==> src/rtl/fetch_pkg.sv <==
// Shared types and constants for the instruction fetch sequencer.
package fetch_pkg;

  typedef enum logic [1:0] {
    FETCH,
    DRAIN,
    HOLD,
    HALT
  } fetch_state_t;

  localparam logic [31:0] HALT_WORD_DEF = 32'hFC000000;
  localparam int INST_BYTES = 4;

endpackage

==> src/rtl/inst_byte_assembler.sv <==
// Shifts returning memory bytes into a big-endian word.
// A capture-valid bit tracks which read returns belong to the current PC.
module inst_byte_assembler
  import fetch_pkg::*;
(
  input  logic        clk,
  input  logic        reset,
  input  logic        clear,
  input  logic        capture,
  input  logic [7:0]  rdata,
  output logic [31:0] word_next,
  output logic        complete
);

  logic [23:0] shreg;
  logic        cap_vld;
  logic [1:0]  count;

  assign word_next = {shreg, rdata};
  assign complete  = cap_vld && (count == 2'd3);

  always_ff @(posedge clk) begin
    if (reset || clear) begin
      shreg   <= '0;
      cap_vld <= 1'b0;
      count   <= '0;
    end else begin
      cap_vld <= capture;
      if (cap_vld) begin
        shreg <= word_next[23:0];
        count <= count + 2'd1;
      end
    end
  end

endmodule

==> src/rtl/instruction_fetch_sequencer.sv <==
// PC register, fetch FSM, range check and decode handshake.
// Reads four bytes per instruction and presents the assembled word.
module instruction_fetch_sequencer
  import fetch_pkg::*;
#(
  parameter int          MEM_BYTES = 256,
  parameter logic [31:0] RESET_PC  = 32'h0,
  parameter logic [31:0] HALT_WORD = HALT_WORD_DEF
) (
  input  logic                         clk,
  input  logic                         reset,
  input  logic                         redirect_valid,
  input  logic [31:0]                  redirect_pc,
  output logic                         mem_rd,
  output logic [$clog2(MEM_BYTES)-1:0] mem_addr,
  input  logic [7:0]                   mem_rdata,
  output logic                         inst_valid,
  input  logic                         inst_ready,
  output logic [31:0]                  inst,
  output logic [31:0]                  inst_pc,
  output logic                         halted
);

  localparam int AW = $clog2(MEM_BYTES);
  localparam logic [31:0] LAST_PC = 32'(MEM_BYTES - INST_BYTES);

  fetch_state_t state, nxt_state;
  logic [31:0]  pc, nxt_pc;
  logic [1:0]   k, nxt_k;
  logic         halt_flag, nxt_halt_flag;
  logic         go, nxt_go;
  logic [31:0]  nxt_inst, nxt_inst_pc;
  logic         nxt_inst_valid;
  logic         in_range;
  logic [31:0]  word_next;
  logic         complete;

  assign in_range = (pc <= LAST_PC);
  // go holds off the first read for one cycle so mem_rd reads 0 after reset
  assign mem_rd   = (state == FETCH) && go && in_range;
  assign mem_addr = mem_rd ? (pc[AW-1:0] + AW'(k)) : '0;
  assign halted   = (state == HALT);

  inst_byte_assembler u_asm (
    .clk       (clk),
    .reset     (reset),
    .clear     (redirect_valid),
    .capture   (mem_rd),
    .rdata     (mem_rdata),
    .word_next (word_next),
    .complete  (complete)
  );

  always_comb begin
    nxt_state      = state;
    nxt_pc         = pc;
    nxt_k          = k;
    nxt_halt_flag  = halt_flag;
    nxt_go         = 1'b1;
    nxt_inst       = inst;
    nxt_inst_pc    = inst_pc;
    nxt_inst_valid = inst_valid;
    unique case (state)
      FETCH: begin
        if (go) begin
          if (in_range) begin
            nxt_k = k + 2'd1;
            if (k == 2'd3) nxt_state = DRAIN;
          end else begin
            nxt_inst       = HALT_WORD;
            nxt_inst_pc    = pc;
            nxt_inst_valid = 1'b1;
            nxt_halt_flag  = 1'b1;
            nxt_state      = HOLD;
          end
        end
      end
      DRAIN: begin
        if (complete) begin
          nxt_inst       = word_next;
          nxt_inst_pc    = pc;
          nxt_inst_valid = 1'b1;
          nxt_state      = HOLD;
        end
      end
      HOLD: begin
        if (inst_ready) begin
          nxt_inst_valid = 1'b0;
          if (halt_flag) begin
            nxt_state = HALT;
          end else begin
            nxt_pc    = pc + 32'd4;
            nxt_k     = '0;
            nxt_state = FETCH;
          end
        end
      end
      HALT: begin
        nxt_state = HALT;
      end
      default: nxt_state = FETCH;
    endcase
    // redirect overrides everything; a HOLD handshake still retires
    if (redirect_valid) begin
      nxt_state      = FETCH;
      nxt_pc         = redirect_pc;
      nxt_k          = '0;
      nxt_halt_flag  = 1'b0;
      nxt_inst_valid = 1'b0;
    end
  end

  always_ff @(posedge clk) begin
    if (reset) begin
      state      <= FETCH;
      pc         <= RESET_PC;
      k          <= '0;
      halt_flag  <= 1'b0;
      go         <= 1'b0;
      inst       <= '0;
      inst_pc    <= '0;
      inst_valid <= 1'b0;
    end else begin
      state      <= nxt_state;
      pc         <= nxt_pc;
      k          <= nxt_k;
      halt_flag  <= nxt_halt_flag;
      go         <= nxt_go;
      inst       <= nxt_inst;
      inst_pc    <= nxt_inst_pc;
      inst_valid <= nxt_inst_valid;
    end
  end

endmodule

==> config.mk <==
export PLATFORM = sky130hd
export DESIGN_NAME = instruction_fetch_sequencer
export DESIGN_NICKNAME = d
export VERILOG_FILES = /design/src/rtl/fetch_pkg.sv /design/src/rtl/inst_byte_assembler.sv /design/src/rtl/instruction_fetch_sequencer.sv
export SDC_FILE = /design/constraint.sdc
export NUM_CORES = 1
export LEC_CHECK = 0
export CAP_MARGIN = 25
export CORE_UTILIZATION = 30
export DETAILED_ROUTE_END_ITERATION = 7
export PLACE_DENSITY = 0.52
export SLEW_MARGIN = 20
export SYNTH_ARGS = -nofsm -noshare
export SYNTH_HDL_FRONTEND = slang
export SYNTH_SLANG_ARGS = --single-unit
==> constraint.sdc <==
create_clock -name clk -period 2.7 [get_ports clk]
set_clock_uncertainty 0.2 [all_clocks]
set_input_delay 0.54 -clock clk [delete_from_list [all_inputs] [get_ports clk]]
set_output_delay 0.54 -clock clk [all_outputs]
set_load 0.02 [all_outputs]
==> flow_metrics.py <==
metrics = {
    "power_and_ir_drop": {
        "fin_total_pwr_uw": 4860,
        "cellPowerDensity_nw_per_um2": 619,
        "p_leak_uw": 0.00306,
        "clockPowerShare_pct": 47.9,
        "power_switching_uw": 1140,
        "comb_power_share_pct": 10.4,
        "sw_frac_of_total_pct": 23.4,
        "seqPwrFrac_pct": 41.7,
        "ir_drop_v": 0.000471,
        "p_int_uw": 3720,
    },
    "cts": {
        "tritoncts": "built",
        "clock_latency_ns": 0.43,
        "cts.clk_slew.worst_paths_ns": 0.06,
        "clockRootBuffer": "clkbuf_16",
        "cts_buffers": 17,
        "clock_sinks": 130,
        "clock_path_buffers": 2,
        "cts_hold_buf": 0,
        "h-tree-depth": 4,
    },
    "floorplanning": {
        "die_y_um": 136,
        "start_util_pct": 30.9,
        "boundaryPins": 119,
        "die_w_um": 136,
        "coreArea_um2": 17500,
        "num_rows": 48,
        "die_area_um2": 18600,
    },
    "routing": {
        "wl_per_cell_um": 15.7,
        "dr.pass1.iters": 4,
        "postRouteAntennaNets": 0,
        "drcViolationCount": 0,
        "wirelength_mm": 15.1,
        "vias": 4623,
        "drtIter0Drc": 162,
        "viasPerCell": 4.80,
    },
    "logic_synthesis": {
        "syn_area_um2": 5410,
        "synthArstFlopShare_pct": 0,
        "synth_edf_count": 0,
        "synth_commonest_cells": "130 x dfxtp_1, 95 x nor2_1, 62 x mux2i_1",
        "ys_top_cells_by_area": "dfxtp_1 48%, mux2i_1 11%, nor2_1 6.6%",
        "ys_warn_count": 0,
        "synth_largest_area_cell": "dfxtp_1",
        "synth_most_common_cell": "dfxtp_1",
        "syn-mean-instance-area_um2": 9.49,
        "ys_seq_area_share_pct": 48.1,
        "syn_nets": 620,
        "netlist.area_leader.share_pct": 48.1,
        "ys_seq_elements": 130,
        "ys_types": 44,
        "synthFlopType": "dfxtp_1",
        "synthCells": 570,
    },
    "placed_design": {
        "dp.final_hpwl_mm": 10.6,
        "dpl_cell_area_um2": 7170,
        "io_buffers": 118,
        "place_congestion": 0.812,
    },
    "layout": {
        "diodes": 0,
        "fillers": 1660,
        "stdcell_area_um2": 7850,
        "fin_nets": 778,
        "area_delta_synth_final_pct": 45.1,
        "drive_gt1_share_pct": 16.5,
    },
    "outcome": {
        "violations": "setup timing",
        "status": "finished with violations",
    },
    "critical_path": {
        "arrival_ns": 2.18,
        "required_ns": 1.96,
        "path_max_fanout": 8,
        "crit_path_end_kind": "output port",
        "r2r_start": "pc[11]",
        "reg2reg_setup_slack_ns": 0.29,
        "worstReg2RegEnd": "inst_pc[20]",
        "path_class": "reg -> out",
        "start_kind": "register",
        "reg2regPathDepth": 8,
    },
    "global_routing": {
        "track_usage_pct": 17.2,
        "grt_busiest_layer": "met2",
        "grt_first_pass_wirelength_mm": 24.3,
        "use_met1_pct": 22.3,
        "grt-ovfl-total": 0,
        "grt_max_degree": 50,
        "antenna_found_initial": 1,
        "grtUsageMet2_pct": 26.6,
        "grt_pass1_vias": 4643,
        "grtUsageMet3_pct": 5.03,
    },
    "sta": {
        "slew_violations": 0,
        "setup_tns_ns": -1.56,
        "setup_viol": 9,
        "finalHoldViolCount": 0,
        "hold_ws_ns": 0.258,
        "max_freq_mhz": 343,
        "slew_headroom_pct": 55.0,
        "finalWorstSetupSlack_ns": -0.219,
        "rsz0062_at_grt": "true",
        "post-route-min-period_ns": 2.92,
        "worst_pin_slew_ns": 0.674,
        "final.period_utilization_pct": 108,
    },
    "min_path": {
        "hold_depth": 2,
        "min_from": "inst[28]",
        "holdPathEnd": "inst[28]",
        "min_path_type": "reg -> reg",
    },
    "run": {
        "max_cap_viol_count": 0,
    },
}
worst max-delay path by stage:
| stage | cells past startpoint | start | to |
|---|---|---|---|
| after floorplan | 9 | pc[18] | mem_addr[0] |
| after global placement | 7 | pc[15] | mem_addr[1] |
| after detailed placement | 7 | pc[15] | mem_addr[1] |
| after CTS | 7 | pc[11] | mem_addr[0] |
| after global routing | 7 | pc[11] | mem_addr[0] |
| final | 7 | pc[25] | mem_addr[1] |
flip-flops by register name (all words and copies together) (netlist names):
name	flops
inst	32
inst_pc	32
pc	32
u_asm.shreg	24
k	2
state	2
u_asm.count	2
go	1
halt_flag	1
inst_valid	1
u_asm.cap_vld	1
power by group through the flow:
| stage | registers [uW] | logic [uW] | clock network [uW] |
|---|---|---|---|
| floorplan | 2100 | 207 | 0 |
| global placement | 2050 | 500 | 0 |
| detailed placement | 2060 | 500 | 0 |
| CTS | 2020 | 510 | 2370 |
| global route | 2030 | 552 | 2460 |
| finish | 2030 | 508 | 2330 |
area by class of cell:
cell class | count | area (um2) | share of cell area (%)
Inverter | 15 | 56.3 | 0.717
Clock buffer | 21 | 460 | 5.87
Multi-Input combinational cell | 384 | 2640 | 33.6
Timing Repair Buffer | 180 | 1670 | 21.3
Clock inverter | 9 | 133 | 1.69
Tap cell | 225 | 282 | 3.59
Sequential cell | 130 | 2610 | 33.2
worst max-delay path, stage by stage, from the launching register on:
cell and delay (ns):
dfxtp_2 0.33, nor4_4 0.27, nand2_1 0.14, or3_4 0.41
or2_4 0.29, inv_2 0.08, and2_4 0.13, buf_6 0.11
placed cells by master, fill, tap and decap left out, types with 3 or more instances in the layout:
cell type | synthesis | layout
xnor2_1 | 11 | 11
and2_1 | 6 | 4
nand2_1 | 28 | 28
a22o_1 | 26 | 26
a211oi_1 | 18 | 18
bufinv_16 | 0 | 3
dfxtp_1 | 130 | 124
xor2_1 | 25 | 25
mux2i_1 | 62 | 62
clkdlybuf4s50_1 | 0 | 108
dfxtp_2 | 0 | 6
nand4_1 | 17 | 17
nand3_1 | 18 | 18
buf_4 | 1 | 64
nor4_4 | 2 | 6
buf_12 | 0 | 3
clkbuf_16 | 0 | 17
nor2_1 | 95 | 94
ha_1 | 5 | 5
nor3_1 | 5 | 5
o21ai_0 | 9 | 9
inv_1 | 12 | 12
nor4_1 | 10 | 6
a21oi_1 | 25 | 25
stage by stage:
stage | std cells | worst slack (ns) | utilization, %
floorplan | 570 | 0.0177 | -
global placement | 930 | -0.410 | 41.0
detailed placement | 931 | -0.466 | 41.1
CTS | 963 | -0.237 | 44.7
global route | 964 | -0.294 | 44.9
finish | 964 | -0.219 | 44.9
repair_timing:
action | CTS | global route
gates resized for setup | 58 | 6
endpoints found under the setup margin | 9 | 9
buffers inserted | 2 | 1
pin swaps | 11 | 8
logic make-up (layout without fill, tap and decap cells):
group                      count (synthesis)  in the layout  share of synthesized area (%)
and+or+nand+nor                          195            195                           17.4
DFF                                      130            130                           48.1
AOI/OAI and AO/OA                         85             85                           11.0
muxes                                     62             62                           11.5
buffers and inverters                     56            225                           4.67
xor gates and xnor gates                  36             36                           5.83
adders and majority gates                  6              6                           1.53
per-layer routing:
metal	vias to the layer above	routed length [um]
li1	2303	-
met4	2	198
met3	18	947
met2	128	6740
met5	-	14
met1	2172	7220
(Power assumes the default switching activity.)
